**src/rtl/ps2_data_output.sv**
```systemverilog
// ---------------------------------------------------------------------------
// ps2_data_output
//
// Host-to-device PS/2 transmitter. Sends one command byte to the keyboard
// over the open-drain PS/2 clock/data lines. The sequence is:
//   1. inhibit the bus by holding the clock low,
//   2. issue the request-to-send by also pulling data low (start bit),
//   3. release the clock and shift out 8 data bits LSB-first, odd parity
//      and the stop bit on device-generated falling clock edges,
//   4. sample the device acknowledge and report done or error.
// A watchdog aborts the transfer if the device stops clocking.
//
// Parameters
//   CLK_HOLD_CYCLES  clock-inhibit length in clk cycles
//   TIMEOUT_CYCLES   maximum clk cycles between device clock edges
//
// Ports
//   clk              system clock
//   rst_n            asynchronous active-low reset
//   ps2_tx_data      byte to send, sampled on an accepted start
//   ps2_tx_start     one-cycle request, ignored while busy
//   ps2_clk_posedge  one-cycle strobe, synchronised PS/2 clock rising edge
//   ps2_clk_negedge  one-cycle strobe, synchronised PS/2 clock falling edge
//   ps2_data         synchronised PS/2 data line level
//   ps2_clk_oe       1 = pull PS/2 clock low
//   ps2_data_oe      1 = pull PS/2 data low
//   ps2_tx_busy      transfer in progress
//   ps2_tx_done      one-cycle strobe, byte sent and acknowledged
//   ps2_tx_error     one-cycle strobe, missing acknowledge or timeout
// ---------------------------------------------------------------------------
module ps2_data_output #(
  parameter int CLK_HOLD_CYCLES = 1200,
  parameter int TIMEOUT_CYCLES  = 150000
) (
  input  logic       clk,
  input  logic       rst_n,
  input  logic [7:0] ps2_tx_data,
  input  logic       ps2_tx_start,
  input  logic       ps2_clk_posedge,
  input  logic       ps2_clk_negedge,
  input  logic       ps2_data,
  output logic       ps2_clk_oe,
  output logic       ps2_data_oe,
  output logic       ps2_tx_busy,
  output logic       ps2_tx_done,
  output logic       ps2_tx_error
);

  // One counter serves both the clock-inhibit interval and the edge watchdog.
  localparam int CNT_MAX = (CLK_HOLD_CYCLES > TIMEOUT_CYCLES) ? CLK_HOLD_CYCLES : TIMEOUT_CYCLES;
  localparam int CNT_W   = $clog2(CNT_MAX + 1);
  localparam logic [CNT_W-1:0] HOLD_LAST    = CNT_W'(CLK_HOLD_CYCLES - 1);
  localparam logic [CNT_W-1:0] TIMEOUT_LAST = CNT_W'(TIMEOUT_CYCLES - 1);

  typedef enum logic [2:0] {
    S_IDLE     = 3'd0,
    S_CLK_HOLD = 3'd1,
    S_REQ      = 3'd2,
    S_WAIT_CLK = 3'd3,
    S_SEND     = 3'd4,
    S_ACK      = 3'd5,
    S_ACK_WAIT = 3'd6
  } state_t;

  state_t           r_state;
  state_t           w_next_state;

  logic [7:0]       r_shift;
  logic             r_parity;
  logic [3:0]       r_bit_cnt;
  logic [CNT_W-1:0] r_cnt;
  logic             r_ack_ok;

  logic             r_clk_oe;
  logic             r_data_oe;
  logic             r_busy;
  logic             r_done;
  logic             r_error;

  logic             w_accept;
  logic             w_edge;
  logic             w_watch;
  logic             w_timeout;
  logic             w_finish;

  logic             w_clk_oe_nxt;
  logic             w_data_oe_nxt;
  logic             w_busy_nxt;
  logic             w_done_nxt;
  logic             w_error_nxt;

  // A start landing on the done/error cycle is dropped so the caller always
  // sees the end of one transfer before the next one begins.
  assign w_accept  = (r_state == S_IDLE) && ps2_tx_start && !r_done && !r_error;
  assign w_edge    = ps2_clk_posedge | ps2_clk_negedge;
  assign w_watch   = (r_state == S_WAIT_CLK) || (r_state == S_SEND) ||
                     (r_state == S_ACK)      || (r_state == S_ACK_WAIT);
  assign w_timeout = w_watch && !w_edge && (r_cnt == TIMEOUT_LAST);
  assign w_finish  = (r_state == S_ACK_WAIT) && ps2_clk_posedge;

  // -------------------------------------------------------------------------
  // State register
  // -------------------------------------------------------------------------
  // NOTE: sequential state uses non-blocking assignments so every register
  // samples pre-edge values regardless of process ordering.
  always_ff @(posedge clk or negedge rst_n) begin
    if (!rst_n) begin
      r_state <= S_IDLE;
    end else begin
      r_state <= w_next_state;
    end
  end

  // -------------------------------------------------------------------------
  // Next-state logic
  // -------------------------------------------------------------------------
  // NOTE: every combinational output is given a default before the case so
  // no path leaves it unassigned and no latch is inferred.
  always_comb begin
    w_next_state = r_state;
    case (r_state)
      S_IDLE:     if (w_accept) w_next_state = S_CLK_HOLD;
      S_CLK_HOLD: if (r_cnt == HOLD_LAST) w_next_state = S_REQ;
      S_REQ:      w_next_state = S_WAIT_CLK;
      S_WAIT_CLK: begin
        if (w_timeout)            w_next_state = S_IDLE;
        else if (ps2_clk_negedge) w_next_state = S_SEND;
      end
      S_SEND: begin
        if (w_timeout)                                   w_next_state = S_IDLE;
        else if (ps2_clk_negedge && (r_bit_cnt == 4'd9)) w_next_state = S_ACK;
      end
      S_ACK: begin
        if (w_timeout)            w_next_state = S_IDLE;
        else if (ps2_clk_negedge) w_next_state = S_ACK_WAIT;
      end
      S_ACK_WAIT: begin
        if (w_timeout)            w_next_state = S_IDLE;
        else if (ps2_clk_posedge) w_next_state = S_IDLE;
      end
      default:    w_next_state = S_IDLE;
    endcase
  end

  // -------------------------------------------------------------------------
  // Output logic: next values of the registered outputs
  // -------------------------------------------------------------------------
  always_comb begin
    w_clk_oe_nxt  = (w_next_state == S_CLK_HOLD) || (w_next_state == S_REQ);
    w_busy_nxt    = (w_next_state != S_IDLE);
    w_done_nxt    = w_finish && r_ack_ok;
    w_error_nxt   = (w_finish && !r_ack_ok) || w_timeout;

    w_data_oe_nxt = r_data_oe;
    case (r_state)
      S_CLK_HOLD: w_data_oe_nxt = (w_next_state == S_REQ);
      S_REQ:      w_data_oe_nxt = 1'b1;
      // Start bit stays driven until the first falling edge.
      S_WAIT_CLK: if (ps2_clk_negedge) w_data_oe_nxt = ~r_shift[0];
      S_SEND: begin
        if (ps2_clk_negedge) begin
          if (r_bit_cnt == 4'd9)      w_data_oe_nxt = 1'b0;       // stop bit: release
          else if (r_bit_cnt == 4'd8) w_data_oe_nxt = ~r_parity;
          else                        w_data_oe_nxt = ~r_shift[r_bit_cnt[2:0]];
        end
      end
      default:    w_data_oe_nxt = 1'b0;
    endcase
    // Any return to IDLE (timeout included) releases the data line.
    if (w_next_state == S_IDLE) w_data_oe_nxt = 1'b0;
  end

  // -------------------------------------------------------------------------
  // Datapath: shift register, parity, bit counter, hold/timeout counter
  // -------------------------------------------------------------------------
  always_ff @(posedge clk or negedge rst_n) begin
    if (!rst_n) begin
      r_shift   <= '0;
      r_parity  <= 1'b0;
      r_bit_cnt <= '0;
      r_cnt     <= '0;
      r_ack_ok  <= 1'b0;
    end else begin
      case (r_state)
        S_IDLE: begin
          if (w_accept) begin
            r_shift   <= ps2_tx_data;
            r_parity  <= ~^ps2_tx_data;
            r_bit_cnt <= '0;
            r_cnt     <= '0;
            r_ack_ok  <= 1'b0;
          end
        end
        S_CLK_HOLD: r_cnt <= (r_cnt == HOLD_LAST) ? '0 : r_cnt + 1'b1;
        S_REQ:      r_cnt <= '0;
        S_WAIT_CLK, S_SEND, S_ACK, S_ACK_WAIT: begin
          // Watchdog restarts on every device clock edge.
          r_cnt <= (w_edge || w_timeout) ? '0 : r_cnt + 1'b1;
          if (ps2_clk_negedge) begin
            if (r_state == S_WAIT_CLK) r_bit_cnt <= 4'd1;
            if (r_state == S_SEND)     r_bit_cnt <= r_bit_cnt + 4'd1;
            if (r_state == S_ACK)      r_ack_ok  <= ~ps2_data;
          end
        end
        default:    r_cnt <= '0;
      endcase
    end
  end

  // -------------------------------------------------------------------------
  // Registered outputs
  // -------------------------------------------------------------------------
  always_ff @(posedge clk or negedge rst_n) begin
    if (!rst_n) begin
      r_clk_oe  <= 1'b0;
      r_data_oe <= 1'b0;
      r_busy    <= 1'b0;
      r_done    <= 1'b0;
      r_error   <= 1'b0;
    end else begin
      r_clk_oe  <= w_clk_oe_nxt;
      r_data_oe <= w_data_oe_nxt;
      r_busy    <= w_busy_nxt;
      r_done    <= w_done_nxt;
      r_error   <= w_error_nxt;
    end
  end

  assign ps2_clk_oe   = r_clk_oe;
  assign ps2_data_oe  = r_data_oe;
  assign ps2_tx_busy  = r_busy;
  assign ps2_tx_done  = r_done;
  assign ps2_tx_error = r_error;

endmodule

```
**config.mk**
```make
export PLATFORM = sky130hd
export DESIGN_NAME = ps2_data_output
export DESIGN_NICKNAME = d
export VERILOG_FILES = /design/src/rtl/ps2_data_output.sv
export SDC_FILE = /design/constraint.sdc
export NUM_CORES = 1
export LEC_CHECK = 0
export ABC_AREA = 0
export CORE_MARGIN = 2
export CORE_UTILIZATION = 63
export CTS_CLUSTER_SIZE = 10
export DETAILED_ROUTE_END_ITERATION = 7
export GPL_TIMING_DRIVEN = 0
export PLACE_DENSITY = 0.95
export SLEW_MARGIN = 20
export SYNTH_ARGS = -nofsm -noshare
export SYNTH_HDL_FRONTEND = slang
export SYNTH_SLANG_ARGS = --single-unit
```
**constraint.sdc**
```tcl
create_clock -name clk -period 5.9 [get_ports clk]
set_clock_uncertainty 0.15 [all_clocks]
set_input_delay 1.18 -clock clk [delete_from_list [all_inputs] [get_ports clk]]
set_output_delay 1.18 -clock clk [all_outputs]
set_load 0.02 [all_outputs]
```
### Word-level counts from Yosys, hierarchy flattened

Index checks and enable logic that the tools add are counted.

* bits in registers: 40
* bits of input ports: 14
* output and inout port bits: 5
* word-level logic and storage cells: 98

* $add $sub $neg: 2
* $lt $le $gt $ge: 1
* eq/ne operators: 18
* muxes and demuxes: 32
* bitwise operators: 5
* reductions and logical operators: 29

Operator list (number)
* $mux 18: 3
* $pmux 18 s3: 1
* $mux 3: 10
* $pmux 3 s7: 1
* $add 18x1->18 const B: 1
* $eq 18x11->1 const B: 1
* $eq 18x18->1 const B: 1
* $mux 4: 4
* $eq 3x2->1 const B: 3
* $eq 3x3->1 const B: 3
* $logic_and 1x1->1: 9
* $mux 1: 9
* $ne 3x3->1 const B: 3
* $eq 4x4->1 const B: 2
* $pmux 4 s2: 1
* $reduce_and 4->1: 2
* $reduce_xnor 8->1: 1
* $eq 3x1->1 const B: 2
* $logic_not 3->1: 2
* $logic_or 1x1->1: 6
* $ne 2x2->1 const B: 3
* $add 4x1->4 const B: 1
* $logic_not 1->1: 4
* $lt 3x4->1 const B: 1
* other kinds (9): 13

### Depth between registers and ports, before layout

Gate-level depths: netlist of the first run.

* word-level depth: 11
* gate-level depth with buffers: 8
* mapped depth without buffers: 7

### Least setup slack after synthesis of the first run

OpenSTA, ideal clock, no wires.

* path kind: input-to-reg
* start point: input ps2_tx_start
* end point: register r_cnt[17]
* library setup time: 123 ps
* arrival time: 2172 ps
* required time: 5627 ps
* slack: 3455 ps
* stages on the path: 5
* buffers on the path: 0
* path through: nor3b_2 > o21ai_2 > nor4_1 > xnor2_1 > nor2_1

* cells in the longest elaborated chain, start to end: 4

Ends and longest elaborated chain
* start: declaration: line 38 `input logic ps2_tx_start,`
* $logic_and 1x1->1 (3 in series): line 94 `assign w_accept = (r_state == S_IDLE) && ps2_tx_start && !r_done && !r_error;`
* $ne 2x2->1 (no source line)
* end signal: assignment: line 194 `S_CLK_HOLD: r_cnt <= (r_cnt == HOLD_LAST) ? '0 : r_cnt + 1'b1;`
* end signal: assignment: line 198 `r_cnt <= (w_edge || w_timeout) ? '0 : r_cnt + 1'b1;`
* end: declaration: line 71 `logic [CNT_W-1:0] r_cnt;`

No other way between the ends.
A chain may end at the register's enable or synchronous reset.

### Worst setup path in the final report of the first run

Ends and elaborated chain as after synthesis.

==> results of run 1 <==
[cell type report]
class	instances	area [um2]
inverters	11	41.3
multi-input cells	190	1330
flip-flops and latches	40	1000
clock buffers	6	82.6
plain buffers	14	96.3
fillers	275	895
clock inverters	2	10.0
repair buffers	19	203
well taps	48	60.1
[cells in the mapped netlist (3+ instances only)]
master	instances	area share
nand3_1	9	0.018
xor2_1	3	0.011
dfrtp_1	40	0.41
a22oi_1	4	0.012
ha_1	4	0.020
o21ai_1	3	0.0061
xnor2_1	16	0.057
nor2b_1	4	0.010
a21oi_1	10	0.020
nand2b_1	4	0.010
o2111ai_1	3	0.011
nand2_1	15	0.023
buf_6	5	0.023
nor2_1	22	0.033
mux2_2	8	0.037
and4_1	3	0.011
o21ai_0	12	0.024
o21bai_1	5	0.015
nor4_1	4	0.010
inv_1	11	0.017
o22ai_1	3	0.0076
nand4_1	4	0.010
nor3_1	11	0.022
clkbuf_1	6	0.0091
[metrics by stage]
step	util	instance area (um2)	hold WS, ps	cells	total power (W)
floorplan	-	2470	279	255	0.000437
global placement	0.728	2710	308	321	0.000473
detailed placement	0.734	2730	329	322	0.000486
CTS	0.759	2820	346	330	0.000673
global route	0.759	2820	352	330	0.000711
finish	0.759	2820	343	330	0.000674
[kinds of logic after synthesis]
kind of cell / after synthesis / share of synthesized area
flip-flops: 40 / 0.406
XOR/XNOR: 19 / 0.0675
multiplexers: 10 / 0.0548
AO/OA/AOI/OAI: 59 / 0.165
AND/OR/NAND/NOR: 98 / 0.230
buffers and inverters: 25 / 0.0558
adder cells (fa/ha/maj): 4 / 0.0203
[power groups by stage]
| stage | clock network (W) | registers (W) | logic (W) |
|---|---|---|---|
| final | 0.000191 | 0.000344 | 0.000140 |
| after global routing | 0.000204 | 0.000348 | 0.000158 |
| after CTS | 0.000191 | 0.000342 | 0.000139 |
| after detailed placement | 0 | 0.000347 | 0.000138 |
| after global placement | 0 | 0.000345 | 0.000128 |
| after floorplan | 0 | 0.000337 | 0.0000994 |
[flip-flops by register name, indices dropped and copies added (netlist names)]
name and count:
ps2_clk_oe 1, ps2_data_oe 1, ps2_tx_busy 1, ps2_tx_done 1, ps2_tx_error 1, r_ack_ok 1
r_bit_cnt 4, r_cnt 18, r_parity 1, r_shift 8, r_state 3
[layer usage]
layer	vias up	track usage	routed length (um)
met2	96	0.453	2670
met1	997	0.387	2460
li1	977	-	-
met3	23	0.0422	271
met4	0	0.143	177
met5	-	0	0
[critical path, cell delays in order]
cell and delay, ps:
clkdlybuf4s50_1 440, nor3b_2 440, o21ai_2 220, nor4_1 440, xnor2_1 200, nor2_1 60
[path summary, 6_finish.rpt]
| kind | depth (start not counted) | endpoint | slack, ps |
|---|---|---|---|
| hold / removal | 1 | ps2_tx_error | 340 |
| max in group asynchronous | 2 | ps2_data_oe | 4440 |
| setup / recovery | 6 | r_cnt[17] | 2960 |
| min in group asynchronous | 1 | r_cnt[7] | 680 |
| setup reg to reg | 7 | r_cnt[4] | 3830 |
| hold reg to reg | 1 | ps2_tx_error | 340 |
[layout by cell type, fill, tap and decap left out, types with 4 or more instances in the layout]
| cell type | instances |
|---|---|
| dfrtp_1 | 40 |
| inv_1 | 11 |
| o21ai_0 | 12 |
| a21oi_1 | 10 |
| clkbuf_8 | 6 |
| nor4_1 | 4 |
| o21bai_1 | 5 |
| buf_6 | 5 |
| a22oi_1 | 4 |
| ha_1 | 4 |
| mux2_2 | 8 |
| nor2_1 | 22 |
| nand4_1 | 4 |
| nor3_1 | 11 |
| nand2b_1 | 4 |
| nand2_1 | 15 |
| clkdlybuf4s50_1 | 17 |
| nor2b_1 | 4 |
| nand3_1 | 9 |
| xnor2_1 | 16 |
| clkbuf_1 | 6 |
==> results by group, run 1 <==
Run status
  • Run status: completed

Power and ir drop
  • Comb pwr share: 0.207
  • Pleak: approximately 1.2 nW
  • Switching fraction of total power: 0.308
  • Sequential share of power: 0.510
  • Clk network pwr share: 0.283
  • Power density over the cells: ~240 mW/mm2
  • Psw: approximately 0.00021 W
  • Internal: 0.000467 W
  • Peak supply drop: 0.168 mV

Routing
  • Pre-Repair DR Iteration Count: 5
  • Detail Route Antenna Nets: 0
  • DRT Wirelength: 5.58 mm
  • Residual DRC: 0
  • WL/cell: between 15 and 20 um
  • Initial DRC Count: around 280
  • Drt via density: ~6.3
  • Via count: between 2k and 2.5k

Critical path
  • Setup crit end kind: flop
  • Critical Path RT: ~5900 ps
  • Critical Path Start: ps2_tx_start
  • Worst r2r src: r_cnt[0]
  • Crit path arrival time: between 2000 and 3000 ps
  • Startpoint Class: primary input
  • Critical path fanouts, max: 7
  • Crit Path Class: in2reg

Timing
  • # setup viols final: 0
  • Slew Limit Headroom: 0.613
  • Least-Margin Pin Slew: just under 600 ps
  • Setup_tns: 0 ps
  • Final worst slack: 2960 ps
  • Fmax: ~0.34 GHz
  • Final Hold Vio Count: 0
  • RSZ-0062 raised after global routing: no
  • Slew Viols, Final: 0
  • Min Tclk post-route: about 2900 ps
  • Final worst-path cycle share: 0.499

Clock network
  • Setup Buffers After CTS: 0
  • Clock-pin slew on the worst setup and hold paths: around 80 ps
  • Clk_lat worst skew: 300 ps
  • Clock Path Buffers: 2
  • TritonCTS Sinks: 40
  • Cts hold-fix bufs: 0
  • TritonCTS clock tree: done
  • H-tree levels: 2
  • Quantity of gates resized following cts: 0
  • CTS buffer count: 5
  • Root Buffer: clkbuf_8

Logic synthesis
  • Number of synthesized flops with an enable pin: 0
  • Post-Syn Area: 0.00247 mm2
  • #FFs+latches synth: 40
  • Share of flip-flops with an asynchronous set or reset: 1.00
  • Post-synthesis cell count: around 260
  • Seq/Total Area, Yosys: 0.406
  • Synth Flop Type: dfrtp_1
  • Synth warnings: 0
  • Syn Nets: approximately 270
  • Avg Cell Area, Syn: just under 10 um2
  • Number of library cell types mapped by synthesis: 59

Die
  • Number of top-level pins: 19
  • CORE AREA: between 0.003 and 0.004 mm2
  • Die Y: approximately 67 um
  • Die Area: roughly 0.0044 mm2
  • Initial Utilization: 0.664
  • Die Span X: 66.6 um
  • Cell row count: 22

GRT
  • GRT Overall Usage: 0.287
  • First-pass GRT wire length: 9.47 mm
  • Vias in the first global route: 2020
  • Antenna violations before repair: 0
  • Largest net degree at the start of global routing: 22
  • Total grt overflow: 0

Hold path
  • Hold Startpoint: r_ack_ok
  • HP Class: reg2reg

Place
  • Port Buf Inserts: 18
  • Placer congestion estimate: between 0.9 and 1
  • Hpwl dp: a little over 4 mm
  • Place WS: 2700 ps

Layout
  • Area delta synth->final: 14.4%
  • Final Net Count: roughly 300
  • Antenna cells: 0
  • Layout cell share with drive strength beyond 1: 0.145

Job
  • Max-Cap Viols: 0
No activity file was read; power rests on OpenSTA's default activity.
==> run 2: changes to the inputs <==
--- a/config.mk
+++ b/config.mk
@@ -7,11 +7,11 @@
 export LEC_CHECK = 0
 export ABC_AREA = 0
 export CORE_MARGIN = 2
-export CORE_UTILIZATION = 63
+export CORE_UTILIZATION = 53
 export CTS_CLUSTER_SIZE = 10
 export DETAILED_ROUTE_END_ITERATION = 7
 export GPL_TIMING_DRIVEN = 0
-export PLACE_DENSITY = 0.95
+export PLACE_DENSITY = 0.86
 export SLEW_MARGIN = 20
 export SYNTH_ARGS = -nofsm -noshare
 export SYNTH_HDL_FRONTEND = slang
==> constraint.sdc (replaced) <==
create_clock -name clk -period 2.6 [get_ports clk]
set_clock_uncertainty 0.15 [all_clocks]
set_input_delay 0.52 -clock clk [delete_from_list [all_inputs] [get_ports clk]]
set_output_delay 0.52 -clock clk [all_outputs]
set_load 0.02 [all_outputs]
==> run 2 against run 1 <==
Cell count grew 1.2%. Die area grew 18%. Sequential power grew 130%. Count of clock-buffer cells in the layout is the same. Cell area grew 0.71%. Combinational power grew 120%. Total power grew 140%. Worst setup slack lost 2500 ps. Clock power grew to 2.7 times the previous value. Global-route usage shrank 6.9 points. Critical path type unchanged. Highest routed layer unchanged.
==> results by group, run 2 (same netlist as run 1, synthesis figures left out) <==
Clock network
  • Setup Buffers After CTS: 0 (unchanged)
  • CTS buffer count: 5 (unchanged)
  • H-tree levels: 2 (unchanged)
  • Clock-pin slew on the worst setup and hold paths: 80 ps (about the same)
  • Quantity of gates resized following cts: 0 (unchanged)
  • Clock Path Buffers: 2 (unchanged)
  • Clk_lat worst skew: 300 ps (about the same)
  • TritonCTS clock tree: done
  • Cts hold-fix bufs: 0 (unchanged)
  • TritonCTS Sinks: 40 (unchanged)
  • Root Buffer: clkbuf_8

Die
  • Cell row count: 24 (+9.1%)
  • Initial Utilization: 0.559 (-0.105)
  • Die Y: 72.2 um (+8.5%)
  • Die Span X: 72.2 um (+8.5%)
  • Number of top-level pins: 19 (unchanged)
  • Die Area: 0.00522 mm2 (+18%)
  • CORE AREA: 0.00441 mm2 (+19%)

Timing
  • Slew Viols, Final: 0 (unchanged)
  • # setup viols final: 0 (unchanged)
  • Final worst slack: 410 ps (-2550 ps)
  • Min Tclk post-route: approximately 2200 ps
  • Final Hold Vio Count: 0 (unchanged)
  • RSZ-0062 raised after global routing: no
  • Slew Limit Headroom: 0.650 (+0.0365)
  • Least-Margin Pin Slew: 526 ps (-54.8 ps)
  • Fmax: about 0.46 GHz
  • Final worst-path cycle share: 0.842

Place
  • Port Buf Inserts: 18 (unchanged)
  • Hpwl dp: 3.82 mm (-6.5%)
  • Placed cell count: 326 (+1.2%)
  • Placer congestion estimate: 0.872 (-3.2%)
  • Dpl cell area: 0.00273 mm2 (+0.18%)
  • Place WS: 124 ps (-2570 ps)

GRT
  • Largest net degree at the start of global routing: 25 (+14%)
  • Antenna violations before repair: 0 (unchanged)
  • First-pass GRT wire length: 8.78 mm (-7.3%)
  • Vias in the first global route: 1864 (-7.7%)
  • Total grt overflow: 0 (unchanged)
  • GRT Overall Usage: 0.218 (-0.0692)

Layout
  • Top Registers: r_cnt x18, r_shift x8, r_bit_cnt x4
  • Most frequent cells in the layout: dfrtp_1, nor2_1, clkdlybuf4s50_1, xnor2_1, nand2_1
  • Antenna cells: 0 (unchanged)
  • Biggest register: r_cnt
  • Area delta synth->final: 15.2%
  • Final Instance Area: 0.00284 mm2 (+0.71%)
  • Most common cell after layout, fill and taps aside: dfrtp_1
  • Number of flip-flops in the largest register: 18 (unchanged)
  • Final Non-Filler Cells: 334 (+1.2%)
  • Layout cell share with drive strength beyond 1: 0.142 (-0.00355)
  • Final Net Count: 299 (unchanged)

Power and ir drop
  • Pleak: 1.16 nW (+0.37%)
  • Peak supply drop: 0.414 mV (+150%)
  • Power density over the cells: 562 mW/mm2 (+140%)
  • Overall power: 0.00160 W (+140%)

Routing
  • Via count: 1990 (-4.9%)
  • Drt via density: 5.96 (-6.1%)
  • WL/cell: 15.6 um (-7.6%)
  • Detail Route Antenna Nets: 0 (unchanged)
  • Initial DRC Count: 149 (-46%)
  • Residual DRC: 0 (unchanged)
  • Pre-Repair DR Iteration Count: 4 (-1)
  • DRT Wirelength: 5.21 mm (-6.5%)

Critical path
  • Critical path fanouts, max: 6 (-1)
  • Startpoint Class: primary input
  • Largest stage delay, worst path: 440 ps (about the same)
  • Worst r2r path cells: 7 (unchanged)
  • CP dominant cell by count: o21ai_0
  • Critical-path cell list: clkdlybuf4s50_1 > nor3b_2 > nand2b_1 > o211ai_1 > o21ai_0 > o21ai_0
  • Crit path arrival time: 2220 ps (-760 ps)
  • Slowest CP cell: clkdlybuf4s50_1
  • Crit Path Class: in2reg
  • Critical Path RT: 2630 ps (-3310 ps)
  • Setup crit end kind: flop

Run status
  • Run status: completed

Job
  • Max-Cap Viols: 0 (unchanged)

Hold path
  • HP Class: in2async
-- run 2: layout make-up --
class / count / area [um2]
fillers: 360 / 1570
flip-flops and latches: 40 / 1000
inverters: 11 / 41.3
well taps: 52 / 65.1
clock buffers: 6 / 72.6
clock inverters: 2 / 35.0
repair buffers: 19 / 203
plain buffers: 14 / 96.3
multi-input cells: 190 / 1330
-- run 2: worst max-delay path, delay by kind of cell --
kind                   cells  cell delay [ps]
AND/OR/NAND/NOR            2              740
AO/OA/AOI/OAI              3              520
buffers and inverters      1              440
-- run 2: power by group --
part           switching [W]  internal (W)  total, W  leakage, nW
Sequential         0.0000830      0.000699  0.000782        0.510
Combinational       0.000160      0.000148  0.000308        0.592
Clock               0.000223      0.000285  0.000508       0.0552
-- run 2: worst paths after layout --
| kind | startpoint | end | slack, ps |
|---|---|---|---|
| setup / recovery | ps2_tx_start | r_bit_cnt[2] | 410 |
| hold / removal | rst_n | ps2_tx_busy | 2 |
| setup reg to reg | r_cnt[0] | r_cnt[11] | 510 |
| hold reg to reg | r_ack_ok | ps2_tx_error | 310 |
| max in group asynchronous | rst_n | r_shift[1] | 1830 |
| min in group clk | r_ack_ok | ps2_tx_error | 310 |
-- run 2: stage by stage --
stage	TNS, ps	util	hold slack (ps)
after floorplan	0	-	74.4
after global placement	-4630	0.614	303
after detailed placement	0	0.619	301
after CTS	0	0.644	11.2
after global routing	0	0.644	23.2
final	0	0.644	1.83
-- run 2: routing by layer --
metal  global-route usage  up-vias  wire, um
met1                0.293      958      2410
li1                     -      974         -
met4               0.0922        0       101
met3               0.0472        8       191
met2                0.343       50      2510
met5                    0        -         0
==> run 3: changes to the inputs <==
==> constraint.sdc (replaced) <==
create_clock -name clk -period 1.9 [get_ports clk]
set_clock_uncertainty 0.15 [all_clocks]
set_input_delay 0.38 -clock clk [delete_from_list [all_inputs] [get_ports clk]]
set_output_delay 0.38 -clock clk [all_outputs]
set_load 0.02 [all_outputs]
==> run 3 against run 2 <==
The run now ends with setup timing left. Critical path depth grew 1. Global-route usage up 2.1 points. Utilization is 7.9 points higher. Non-clock buffer count grew 19. Via count grew 13%. Cell count rose by 5.7%. Wire length up 25%. Clock power grew 38%. Register-to-register slack lost 550 ps.
==> results by group, run 3 (same netlist as run 1, synthesis figures left out) <==
Critical path
  • FF-to-FF setup slack: -40 ps (-550 ps)
  • Crit Path Class: in2reg
  • Crit path arrival time: 2010 ps (-210 ps)
  • Worst r2r path cells: 6 (-1)
  • Setup crit end kind: flop
  • FF-to-FF End: r_cnt[6]
  • Critical path fanouts, max: 8 (+2)
  • Critical Path RT: 1960 ps (-670 ps)
  • Startpoint Class: primary input
  • Worst r2r src: r_cnt[16]

Die
  • Die Y: 72.2 um (unchanged)
  • Die Span X: 72.2 um (unchanged)
  • CORE AREA: 0.00441 mm2 (unchanged)
  • Number of top-level pins: 19 (unchanged)
  • Initial Utilization: 0.559 (unchanged)
  • Cell row count: 24 (unchanged)
  • Die Area: 0.00522 mm2 (unchanged)

Run status
  • Failing checks: setup timing
  • Run status: finished, violations left

Routing
  • Detail Route Antenna Nets: 0 (unchanged)
  • Via count: 2253 (+13%)
  • DRT Wirelength: 6.50 mm (+25%)
  • Residual DRC: 0 (unchanged)
  • Pre-Repair DR Iteration Count: 5 (+1)
  • Initial DRC Count: 272 (+83%)
  • Drt via density: 6.38 (+7.1%)
  • WL/cell: 18.4 um (+18%)

Clock network
  • H-tree levels: 2 (unchanged)
  • Clock-pin slew on the worst setup and hold paths: 80 ps (about the same)
  • Root Buffer: clkbuf_8
  • TritonCTS Sinks: 40 (unchanged)
  • TritonCTS clock tree: done
  • CTS buffer count: 5 (unchanged)
  • Clk_lat worst skew: 300 ps (about the same)
  • Clock Path Buffers: 2 (unchanged)

Layout
  • Most frequent cells in the layout: dfrtp_1, nor2_1, buf_4, xnor2_1, clkdlybuf4s50_1
  • Layout Utilization: 0.723 (+0.0791)
  • Final Net Count: 318 (+6.4%)
  • Top Registers: r_cnt x18, r_shift x8, r_bit_cnt x4
  • Area delta synth->final: 29.4%
  • Layout cell share with drive strength beyond 1: 0.286 (+0.144)
  • Number of flip-flops in the largest register: 18 (unchanged)
  • Biggest register: r_cnt
  • Most common cell after layout, fill and taps aside: dfrtp_1
  • Antenna cells: 0 (unchanged)

GRT
  • Total grt overflow: 0 (unchanged)
  • Vias in the first global route: 2031 (+9.0%)
  • First-pass GRT wire length: 9.61 mm (+9.5%)
  • Largest net degree at the start of global routing: 25 (unchanged)
  • Antenna violations before repair: 0 (unchanged)
  • GRT Overall Usage: 0.239 (+0.0207)

Power and ir drop
  • Pleak: 1.31 nW (+13%)
  • Peak supply drop: 0.589 mV (+42%)
  • Power density over the cells: 747 mW/mm2 (+33%)
  • Overall power: 0.00238 W (+49%)

Timing
  • # setup viols final: 16 (+16)
  • Fmax: 0.515 GHz
  • Final Hold Vio Count: 0 (unchanged)
  • Min Tclk post-route: between 1500 and 2000 ps
  • RSZ-0062 raised after global routing: yes
  • Final worst-path cycle share: 1.02
  • Slew Viols, Final: 0 (unchanged)
  • Slew Limit Headroom: 0.673 (+0.0235)
  • Least-Margin Pin Slew: 489 ps (-36.8 ps)
  • Final worst slack: -42.8 ps (-453 ps)

Hold path
  • HP Class: reg2reg
  • Hold Startpoint: r_ack_ok
  • Hold Crit Depth: 1
  • Hold Path Sink: ps2_tx_error

Place
  • Hpwl dp: 3.82 mm (unchanged)
  • Placer congestion estimate: 0.872 (unchanged)
  • Port Buf Inserts: 18 (unchanged)

Job
  • Max-Cap Viols: 0 (unchanged)
## run 3: cell count changes in the layout (fill, tap and decap cells not counted), moves of 3 or more
cell	previous run	this run
nor4_1	4	1
nor3_2	1	4
dfrtp_2	0	3
dfrtp_1	40	37
buf_4	1	20
nor3_1	11	7
## run 3: worst max path at each step
stage                      end            start
finish                r_cnt[4]  ps2_clk_negedge
detailed placement   r_cnt[17]     ps2_tx_start
floorplan             r_cnt[3]         r_cnt[0]
global route         r_cnt[16]         r_cnt[1]
global placement    ps2_clk_oe            rst_n
CTS                  r_cnt[11]       r_state[2]
## run 3: layout make-up
class / instances / area, um2
inverters: 11 / 43.8
well taps: 52 / 65.1
flip-flops and latches: 40 / 1000
clock inverters: 2 / 35.0
clock buffers: 6 / 72.6
repair buffers: 40 / 382
plain buffers: 12 / 91.3
multi-input cells: 190 / 1500
fillers: 304 / 1220
## run 3: where the power goes
group          total, W  switching (W)  internal [W]
Clock          0.000699       0.000309      0.000390
Sequential      0.00112       0.000161      0.000961
Combinational  0.000563       0.000263      0.000300
Total           0.00238       0.000733       0.00165
## run 3: stage by stage
stage | instance area, um2 | hold WS (ps) | std cells | TNS, ps | setup slack (ps)
after global routing | 3190 | 323 | 353 | -1140 | -140
after detailed placement | 2730 | 195 | 326 | -11770 | -436
final | 3190 | 308 | 353 | -394 | -42.8
after floorplan | 2470 | -65.6 | 255 | 0 | 8.83
after CTS | 3000 | 312 | 344 | -182 | -21.2
after global placement | 2710 | 303 | 325 | -38160 | -677
## run 3: worst max-delay path: stages
cell and delay [ps]:
clkdlybuf4s50_1 570, inv_4 190, o21ai_4 100, a211oi_4 360
buf_6 180, o21ai_2 60, a22oi_1 170
## run 3: timing repair
action,CTS,global route
cloned,2,0
resized for setup,23,26
setup buffers,7,11
hold buffers,1,0
endpoints found under the hold margin,16,0
endpoints found under the setup margin,29,32
pin swaps,8,10
## run 3: layer usage
| metal | up-vias | track usage | wire (um) |
|---|---|---|---|
| met5 | - | 0 | 0 |
| li1 | 1017 | - | - |
| met3 | 21 | 0.0514 | 421 |
| met4 | 0 | 0.107 | 178 |
| met2 | 112 | 0.386 | 3260 |
| met1 | 1103 | 0.308 | 2640 |
